--- config.mk ---
export PLATFORM = sky130hd
export DESIGN_NAME = mem_access_ctrl
export DESIGN_NICKNAME = d
export VERILOG_FILES = /design/src/rtl/mem_access_ctrl.sv
export SDC_FILE = /design/constraint.sdc
export NUM_CORES = 1
export LEC_CHECK = 0
export ABC_AREA = 1
export CORE_MARGIN = 2
export CORE_UTILIZATION = 39
export DETAILED_ROUTE_END_ITERATION = 7
export PLACE_DENSITY = 0.77
export SLEW_MARGIN = 20
export SYNTH_ARGS = -nofsm -noshare
export SYNTH_HDL_FRONTEND = slang
export SYNTH_SLANG_ARGS = --single-unit
--- constraint.sdc ---
create_clock -name clk -period 2.1 [get_ports clk]
set_clock_uncertainty 0.1 [all_clocks]
set_input_delay 0.63 -clock clk [delete_from_list [all_inputs] [get_ports clk]]
set_output_delay 0.63 -clock clk [all_outputs]
set_load 0.01 [all_outputs]
--- src/rtl/mem_access_ctrl.sv ---
// MEM-stage data-memory access sequencer.
// Runs a req/ack handshake against a variable-latency data memory. While an
// access is outstanding it freezes the upstream pipeline and bubbles MEM/WB.
// When the access completes it releases the pipeline for exactly one cycle.
// If no ack arrives within TIMEOUT access cycles it parks in a sticky error state.
module mem_access_ctrl #(
    parameter int unsigned TIMEOUT = 16,
    parameter int unsigned CNT_W   = 5
) (
    input  logic        clk,
    input  logic        reset,
    input  logic        MEM_MemRead,
    input  logic        MEM_MemWrite,
    input  logic [31:0] MEM_Address,
    input  logic [31:0] MEM_WriteData,
    output logic        dmem_req,
    output logic        dmem_we,
    output logic [31:0] dmem_addr,
    output logic [31:0] dmem_wdata,
    input  logic        dmem_ack,
    input  logic [31:0] dmem_rdata,
    output logic [31:0] MEM_ReadData,
    output logic        stall,
    output logic        wb_bubble,
    output logic        mem_error
);

    typedef enum logic [1:0] {
        StIdle,
        StAccess,
        StDone,
        StError
    } stateT;

    stateT             stateQ, stateD;
    logic              reqQ;
    logic              weQ;
    logic [31:0]       addrQ;
    logic [31:0]       wdataQ;
    logic [31:0]       rdataQ;
    logic [CNT_W-1:0]  cntQ;
    logic              errQ;

    logic              memOp;
    logic              timeoutHit;

    assign memOp      = MEM_MemRead | MEM_MemWrite;
    // cntQ counts ACCESS cycles already spent without an ack, starting at 0.
    assign timeoutHit = (cntQ == CNT_W'(TIMEOUT - 1));

    // State register.
    always_ff @(posedge clk) begin
        if (reset) begin
            stateQ <= StIdle;
        end else begin
            stateQ <= stateD;
        end
    end

    // Next-state decode; an ack always beats a coincident timeout.
    always_comb begin
        stateD = stateQ;
        unique case (stateQ)
            StIdle: begin
                if (memOp) begin
                    stateD = StAccess;
                end
            end
            StAccess: begin
                if (dmem_ack) begin
                    stateD = StDone;
                end else if (timeoutHit) begin
                    stateD = StError;
                end
            end
            // The op still visible here has just completed, so never re-arm from DONE.
            StDone:  stateD = StIdle;
            StError: stateD = StError;
        endcase
    end

    // Pipeline control outputs.
    always_comb begin
        stall     = 1'b0;
        wb_bubble = 1'b0;
        unique case (stateQ)
            StIdle: begin
                // Freeze in the detect cycle so EX/MEM holds the op while it is latched.
                stall     = memOp;
                wb_bubble = memOp;
            end
            StAccess, StError: begin
                stall     = 1'b1;
                wb_bubble = 1'b1;
            end
            StDone: begin
                stall     = 1'b0;
                wb_bubble = 1'b0;
            end
        endcase
        if (reset) begin
            stall     = 1'b0;
            wb_bubble = 1'b0;
        end
    end

    // Request, latched access fields, wait counter, load data and error flag.
    always_ff @(posedge clk) begin
        if (reset) begin
            reqQ   <= 1'b0;
            weQ    <= 1'b0;
            addrQ  <= '0;
            wdataQ <= '0;
            rdataQ <= '0;
            cntQ   <= '0;
            errQ   <= 1'b0;
        end else if (stateQ == StIdle) begin
            if (memOp) begin
                reqQ   <= 1'b1;
                // Read wins when both strobes are set.
                weQ    <= MEM_MemWrite & ~MEM_MemRead;
                addrQ  <= MEM_Address;
                wdataQ <= MEM_WriteData;
                cntQ   <= '0;
            end
        end else if (stateQ == StAccess) begin
            if (dmem_ack) begin
                reqQ <= 1'b0;
                if (!weQ) begin
                    rdataQ <= dmem_rdata;
                end
            end else begin
                cntQ <= cntQ + CNT_W'(1);
                if (timeoutHit) begin
                    reqQ <= 1'b0;
                    errQ <= 1'b1;
                end
            end
        end
    end

    assign dmem_req     = reqQ;
    assign dmem_we      = weQ;
    assign dmem_addr    = addrQ;
    assign dmem_wdata   = wdataQ;
    assign MEM_ReadData = rdataQ;
    assign mem_error    = errQ;

endmodule

; Word-level counts from Yosys, hierarchy flattened
; Index checks and enable logic that the tools add are counted.
[totals]
out_inout_bits = 101
register_bits = 106
word_cells = 47
[op_classes]
mux = 15
bitwise = 6
reduce_logical = 10
n_eq_ne = 7
addsub = 1
[op_table]
columns = operator, count
row1 = $mux 5, 4
row2 = $pmux 2 s4, 1
row3 = $reduce_and 4->1, 2
row4 = $mux 1, 6
row5 = $mux 2, 3
row6 = $reduce_and 3->1, 2
row7 = $add 5x1->5 const B, 1
row8 = $eq 5x4->1 const B, 1
row9 = $eq 2x2->1 const B, 2
row10 = $not 1->1, 4
row11 = $reduce_and 2->1, 2
row12 = $ne 3x3->1 const B, 1
row13 = $pmux 1 s3, 1
row14 = $reduce_bool 3->1, 1
row15 = $eq 2x1->1 const B, 1
row16 = $logic_not 2->1, 1
row17 = $ne 2x1->1 const B, 1
row18 = $ne 2x2->1 const B, 1
row19 = $reduce_bool 2->1, 1
row20 = $reduce_or 2->1, 1
row21 = $and 1x1->1, 1
row22 = $or 1x1->1, 1

; Longest topological paths before layout
; Gate-level depths: netlist of the first run.
[depth]
ltp_word = 5
depth_mapped = 9

; Worst setup path after synthesis of the first run
; OpenSTA, ideal clock, no wires.
[synth_path]
kind = input to output
from = in MEM_MemRead
to = out wb_bubble
stages = 8
slack_ps = 35
arrival_time_ps = 1335
t_required_ps = 1370
path_buffers = 2
cell_sequence = inv_1 > nand2_1 > nand2_4 > nor2_2 > buf_4 > inv_1 > nand2_1 > buf_4
[synth_between]
elab_chain_len = 3
[synth_lines]
columns = item, line_no
row1 = from (decl), 12  ; input logic MEM_MemRead,
row2 = $or 1x1->1, 47  ; assign memOp = MEM_MemRead | MEM_MemWrite;
row3 = $pmux 1 s3, --
row4 = $mux 1, --
row5 = to (decl), 24  ; output logic wb_bubble,
; Every way passes these cells.

; Worst setup path after layout of the first run
[layout_path]
from = in reset
to = out stall
[layout_between]
elab_chain_len = 1
[layout_lines]
columns = item, line_no
row1 = from (decl), 11  ; input logic reset,
row2 = $mux 1, 101  ; if (reset) begin
row3 = to (decl), 23  ; output logic stall,
; Every way passes these cells.

==> results of run 1 <==
report_power, final:
part	leakage (µW)	switching [µW]	total, µW	internal, µW
clock network	0.0000999	702	1300	597
logic	0.00168	679	1510	833
registers	0.000871	144	2430	2280
flip-flops by register name, summed over array words and instances, names as in the netlist:
| register | count |
|---|---|
| MEM_ReadData | 32 |
| dmem_addr | 32 |
| dmem_wdata | 32 |
| cntQ | 5 |
| stateQ | 2 |
| dmem_req | 1 |
| dmem_we | 1 |
| mem_error | 1 |
cells by family (layout without fill, tap and decap cells):
logic type | Yosys count | after routing
buffers and inverters | 39 | 250
AOI/OAI and AO/OA | 44 | 44
adders and majority gates | 2 | 2
and+or+nand+nor | 292 | 292
DFF | 106 | 106
worst max-delay path, stage by stage:
cell,delay [ps]
clkdlybuf4s15_1,290
inv_2,60
nand2_1,120
nand2_4,90
buf_6,120
final cells by class:
class	count	area share [%]
Timing Repair Buffer	219	35.5
Sequential cell	106	34.5
Multi-Input combinational cell	338	23.1
Tap cell	129	2.62
Clock buffer	10	2.24
Clock inverter	6	1.16
Inverter	15	0.936
how the worst max path moves through the flow:
| stage | endpoint | depth (start not counted) |
|---|---|---|
| finish | stall | 5 |
| global route | dmem_we | 1 |
| CTS | stall | 8 |
| detailed placement | stall | 8 |
| global placement | wb_bubble | 8 |
| floorplan | wb_bubble | 8 |
per-stage QoR:
step | utilization (%) | hold WS (ps) | total power [µW] | area (µm²)
floorplan | - | 348 | 3120 | 3780
global placement | 63.6 | 327 | 3940 | 5940
detailed placement | 63.6 | 334 | 3980 | 5940
CTS | 66.0 | 353 | 5300 | 6150
global route | 66.0 | 366 | 5530 | 6150
finish | 66.0 | 348 | 5240 | 6150
per-layer routing:
layer  part of all wire (%)  track usage (%)  vias up
li1                       -                -     1890
met1                     40             22.0     1608
met3                    7.1             4.10       24
met4                    2.6             8.92        0
met2                     50             34.3      135
met5                      0                0        -
cell usage in the layout, fill, tap and decap left out, drive strengths merged:
master           n
clkinv           1
inv             17
nand3b           1
nand2          210
ha               2
bufinv           1
clkdlybuf4s50  196
clkbuf          11
buf             20
a211oi           1
clkinvlp         2
dfxtp          106
a21boi           1
a21oi            8
o21ai           34
clkdlybuf4s15    2
nand3            5
nor2            76
repair_timing:
item / CTS / global route
gates resized for setup: 17 / 4
pin swaps: 3 / 3
setup buffers: 0 / 0
hold buffers: 0 / 0
setup endpoints to repair: 2 / 2
==> flow_summary.ini, run 1 <==
[timing]
maxClockFrequency_mhz = 490
fin_crit_sh_pct = 97.1
hold_violations = 0
setup-violations-final = 0
slew_violations = 0
slew_headroom_pct = 56.2
tightest_slew_ps = 657
rsz0062_at_grt = no
setup_tns_ps = 0
finalWorstSetupSlack_ps = 61.0
finalCriticalPeriod_ps = 2040

[drt]
vias = 3657
antenna_left = 0
drt_iter0_markers = 86
drc = 0
drt-total-wl_um = 10300
wire_per_inst_um = 12.5
viasPerCell = 4.44
dr.pass1.iters = 4

[grt]
grt_pass1_vias = 3577
grt_overflow = 0
grt_max_degree = 65
grtUsageTotal_pct = 19.3
antenna_found_initial = 0
grt_pass1_wl_um = 16000

[die]
initial_core_util_pct = 40.5
die_w_um = 102
num_io_pins = 202
core_mm2 = 0.00933
die-area_mm2 = 0.0105
num_rows = 35
die_y_um = 102

[cts]
cts.clk_slew.worst_paths_ps = 90
htreeDepth = 3
worstSkewPairLatency_ps = 350
cts_root_buf = clkbuf_8
cts_tree = built
clock_sinks = 106
cts_buffers = 9
clockBufferDepth = 2

[final_layout]
seqCellArea_mm2 = 0.00212
antenna_cells = 0
fill_cells = 810
multi_input_area_mm2 = 0.00142
synthToLayoutAreaGrowth_pct = 62.8
drive_above_1_share_pct = 8.50
fin_nets = 792
fin_cells = 823

[placement]
portBuffers = 201
dp_slack_ps = -742
place_inst = 807
routabilityCongestion = 0.822
hpwl_um = 7710

[synthesis]
seq_area_frac_synth_pct = 56.2
yosysMostFrequentCell = nand2_1
synthCells = 483
synthAdderAreaFrac_pct = 0.662
yosys.area.top_type = dfxtp_1
synthDistinctLibCells = 23
syn-num-nets = 586
synth_compound_area_share_pct = 5.96
syn-mean-instance-area_um2 = 7.82
syn_area_mm2 = 0.00378
synth_top_family_by_area = simple AND/OR/NAND/NOR gates
synth_edf_count = 0
netlist_top_cells_area = dfxtp_1 56%, nand2_1 20%, nor2_1 7.3%, o21ai_0 4.5%, buf_6 2.4%
synthTopCellsByCount = 199 x nand2_1, 106 x dfxtp_1, 73 x nor2_1
synthMuxAreaShare_pct = 0
synth_xor_area_share_pct = 0
yosys.area.top_type_share_pct = 56.2
yosys.area_share.simple_pct = 30.6
async_flop_share_pct = 0
yosysWarnings = 0
ys.flop_type = dfxtp_1
ys_seq_elements = 106

[hold_path]
hold_path_depth = 2
hold_start = dmem_wdata[8]
hold_end = dmem_wdata[8]
hold_class = flip-flop to flip-flop

[pwr]
leakage_uw = 0.00266
vdd_drop_max_v = 0.000497
powerDensity_mw_per_mm2 = 851

[worst_setup_path]
critPathLaunch = reset
reg2regPathDepth = 6
crit_fanout = 4
cp.required_ps = 1370
cp.arrival_ps = 1310
path_class = input port to output port
endpoint_kind = output port
r2r-start = stateQ[1]
reg2reg_to = dmem_addr[9]
rrSetupSlack_ps = 480
start_kind = input port

[outcome]
outcome = finished, final reports clean

[job]
max_cap_viol_count = 0
Note: power is estimated with default switching activity, not from simulation.
==> inputs of run 2 (changes only) <==
Settings changed: CTS_CLUSTER_DIAMETER from default to 50, SETUP_SLACK_MARGIN from default to 0.3.
==> flow_summary.ini, run 2 (synthesis gave the netlist of run 1 again) <==
[outcome]
outcome = finished, final reports clean

[placement]
hpwl_um = 7710
portBuffers = 201
routabilityCongestion = 0.765
dp_slack_ps = -852

[drt]
drc = 0
antenna_left = 0
dr.pass1.iters = 4
vias = 3645
wire_per_inst_um = 12.4
drt-total-wl_um = 10300
viasPerCell = 4.41
drt_iter0_markers = 89

[pwr]
vdd_drop_max_v = 0.000572
combPwrFrac_pct = 26.8
power_uw = 5070
p_int_uw = 3530
swShare_pct = 30.4
p_clk_share_pct = 25.7
leakage_uw = 0.00307
powerDensity_mw_per_mm2 = 834
pwr-share-seq_pct = 47.5
power_switching_uw = 1540

[grt]
grt_pass1_wl_um = 16100
grtUsageTotal_pct = 19.3
antenna_found_initial = 0
grt_pass1_vias = 3480
grt_max_degree = 65
grt_overflow = 0

[worst_setup_path]
path_class = input port to output port
start_kind = input port
endpoint_kind = output port
cp.arrival_ps = 1270
crit_fanout = 2
cp.required_ps = 1370

[timing]
maxClockFrequency_mhz = 500
slew_violations = 0
setup_tns_ps = 0
slew_headroom_pct = 58.0
finalCriticalPeriod_ps = 2000
finalWorstSetupSlack_ps = 99.3
hold_violations = 0
rsz0062_at_grt = yes
tightest_slew_ps = 630
setup-violations-final = 0
fin_crit_sh_pct = 95.3
hold_slack_ps = 350

[die]
num_io_pins = 202
die_y_um = 102
initial_core_util_pct = 40.5
core_mm2 = 0.00933
num_rows = 35
die_w_um = 102
die-area_mm2 = 0.0105

[job]
max_cap_viol_count = 0

[hold_path]
hold_class = flip-flop to flip-flop

[final_layout]
fin_nets = 795
antenna_cells = 0
drive_above_1_share_pct = 9.47
layout_common_cells = 197 x nand2_1, 106 x dfxtp_1, 99 x dlygate4sd2_1
final_common_cell = nand2_1
synthToLayoutAreaGrowth_pct = 60.9
utilization_pct = 65.2

[cts]
htreeDepth = 3
cts_buffers = 9
clockBufferDepth = 2
worstSkewPairLatency_ps = 350
cts_root_buf = clkbuf_8
cts_tree = built
cts.clk_slew.worst_paths_ps = 100
clock_sinks = 106
run 2: layer usage:
metal	up-vias	part of all wire, %	GRT usage, %
met2	126	51	35.7
met5	-	0	0
li1	1892	-	-
met1	1614	40	21.6
met4	0	1.7	7.28
met3	13	7.7	4.24
run 2: stage by stage:
stage / std cells / cell area (µm²)
2_1_floorplan: 483 / 3820
3_3_place_gp: 805 / 5950
3_5_place_dp: 805 / 5950
4_1_cts: 824 / 6060
5_1_grt: 826 / 6080
6_report: 826 / 6080
run 2: path summary, 6_finish.rpt:
check	startpoint	endpoint	slack (ps)	cells after the start
setup reg to reg	stateQ[1]	dmem_addr[11]	480	10
setup / recovery	MEM_MemWrite	wb_bubble	100	9
hold / removal	dmem_addr[18]	dmem_addr[18]	350	2
hold reg to reg	dmem_addr[18]	dmem_addr[18]	350	2
run 2: layout make-up:
| class | count | area [µm²] |
|---|---|---|
| Fill cell | 847 | 3250 |
| Sequential cell | 106 | 2120 |
| Timing Repair Buffer | 222 | 2090 |
| Multi-Input combinational cell | 338 | 1430 |
| Tap cell | 129 | 161 |
| Clock buffer | 9 | 124 |
| Clock inverter | 7 | 83.8 |
| Inverter | 15 | 75.1 |
run 2: worst max-delay path: stages:
cell and delay, ps:
buf_6 70, buf_6 110, inv_12 30, nand2_4 50, nand2_4 50, nor2_4 110
inv_4 50, nand2_4 60, buf_6 120
run 2: what timing repair did:
item	4_1_cts	5_1_grt
hold buffers	0	0
gates resized for setup	122	0
pin swaps	2	0
endpoints found under the setup margin	165	2
setup buffers	3	2
run 2: power groups by stage:
| stage | Sequential, µW | Combinational [µW] | Clock [µW] |
|---|---|---|---|
| after detailed placement | 2470 | 1520 | 0 |
| after global routing | 2440 | 1500 | 1420 |
| final | 2410 | 1360 | 1300 |
| after global placement | 2450 | 1500 | 0 |
| after floorplan | 2590 | 552 | 0 |
| after CTS | 2410 | 1370 | 1350 |
==> inputs of run 3 (changes only) <==
Settings changed: CAP_MARGIN from default to 10, CORE_MARGIN 2 to 5.
==> flow_summary.ini, run 3 (synthesis gave the netlist of run 1 again) <==
[grt]
grt_overflow = 0
grt_pass1_vias = 3716
grt_max_degree = 65
antenna_found_initial = 0
grt_pass1_wl_um = 17600
grtUsageTotal_pct = 18.8

[job]
max_cap_viol_count = 0

[final_layout]
synthToLayoutAreaGrowth_pct = 62.2
antenna_cells = 0
utilization_pct = 63.9
fill_cells = 883
fin_nets = 796
layout_common_cells = 197 x nand2_1, 105 x dfxtp_1, 97 x clkdlybuf4s50_1
final_common_cell = nand2_1
drive_above_1_share_pct = 9.61

[timing]
slew_violations = 0
slew_headroom_pct = 56.8
setup_tns_ps = 0
finalCriticalPeriod_ps = 2000
fin_crit_sh_pct = 95.2
tightest_slew_ps = 648
maxClockFrequency_mhz = 500
hold_violations = 0
rsz0062_at_grt = yes
setup-violations-final = 0

[die]
num_io_pins = 202
die_y_um = 108
num_rows = 36
core_mm2 = 0.00959
die_w_um = 108
initial_core_util_pct = 39.4
die-area_mm2 = 0.0118

[placement]
portBuffers = 201
routabilityCongestion = 0.787
hpwl_um = 8430

[cts]
cts_root_buf = clkbuf_8
htreeDepth = 3
cts_hold_buffers = 0
cts.clk_slew.worst_paths_ps = 100
clockBufferDepth = 2
worstSkewPairLatency_ps = 360
cts_tree = built
clock_sinks = 106
cts_buffers = 9

[pwr]
leakage_uw = 0.00306
vdd_drop_max_v = 0.000404
powerDensity_mw_per_mm2 = 845

[worst_setup_path]
reg2regPathDepth = 6
cp.arrival_ps = 1270
crit_fanout = 2
critPathLaunch = MEM_MemWrite
endpoint_kind = output port
cp.required_ps = 1370
start_kind = input port
path_class = input port to output port
crit_end = wb_bubble
rrSetupSlack_ps = 450
reg2reg_to = dmem_addr[30]
r2r-start = stateQ[1]

[drt]
wire_per_inst_um = 13.2
dr.pass1.iters = 6
viasPerCell = 4.41
drc = 0
drt-total-wl_um = 11000
drt_iter0_markers = 207
vias = 3658
antenna_left = 0

[hold_path]
hold_class = flip-flop to flip-flop

[outcome]
outcome = finished, final reports clean
run 3: cell count changes in the layout (fill, tap and decap cells not counted):
| cell | delta |
|---|---|
| clkdlybuf4s15_1 | +6 |
| inv_8 | -1 |
| clkbuf_8 | +1 |
| dfxtp_1 | -1 |
| buf_12 | +1 |
| bufinv_16 | +1 |
| clkinv_4 | -2 |
| dlygate4sd2_1 | -6 |
| dfxtp_2 | +1 |
run 3: power by group:
| part | total (µW) | internal (µW) | switching (µW) |
|---|---|---|---|
| clock | 1390 | 707 | 683 |
| sequential | 2410 | 2280 | 133 |
| combinational | 1370 | 682 | 689 |
run 3: worst min-delay path by stage:
stage	from	to	slack, ps	cells after the start
floorplan	cntQ[0]	cntQ[0]	350	1
global placement	dmem_addr[27]	dmem_addr[27]	330	2
detailed placement	dmem_wdata[23]	dmem_wdata[23]	330	2
CTS	dmem_wdata[27]	dmem_wdata[27]	350	2
global route	dmem_wdata[23]	dmem_wdata[23]	370	2
finish	dmem_wdata[23]	dmem_wdata[23]	350	2
run 3: timing repair:
| item | 4_1_cts | 5_1_grt |
|---|---|---|
| cloned | 0 | 0 |
| endpoints found under the setup margin | 166 | 8 |
| gates resized for setup | 123 | 7 |
| setup buffers | 2 | 1 |
| pin swaps | 2 | 0 |
run 3: per-layer routing:
metal  up-vias  global-route usage [%]  part of all wire [%]
met5         -                       0                     0
met4         0                    9.20                   3.2
met3        25                    4.30                   6.1
met2       124                    34.2                    51
met1      1619                    20.5                    40
li1       1890                       -                     -
run 3: layout make-up:
| type | count | area [µm²] | share of cell area, % |
|---|---|---|---|
| clock buffer | 10 | 138 | 2.25 |
| inverter | 15 | 75.1 | 1.23 |
| sequential | 106 | 2120 | 34.7 |
| clock inverter | 5 | 85.1 | 1.39 |
| tap | 133 | 166 | 2.72 |
| multi-input combinational | 338 | 1430 | 23.3 |
| timing repair buffer | 223 | 2110 | 34.5 |
run 3: worst max-delay path, stage by stage:
cell     delay [ps]
buf_6            70
buf_6           120
inv_12           30
nand2_4          50
nand2_4          50
nor2_4          110
inv_4            50
nand2_4          60
buf_6           110
run 3: stage by stage:
stage                     instance area [µm²]  power (µW)  hold slack, ps  setup slack [ps]  instances
after CTS                                6110        5250             350              97.1        829
after global routing                     6130        5490             366              55.7        830
final                                    6130        5180             346               101        830
after global placement                   5990        3970             327              -831        812
after floorplan                          3820        3140             348               173        483
after detailed placement                 5990        4020             333              -830        812
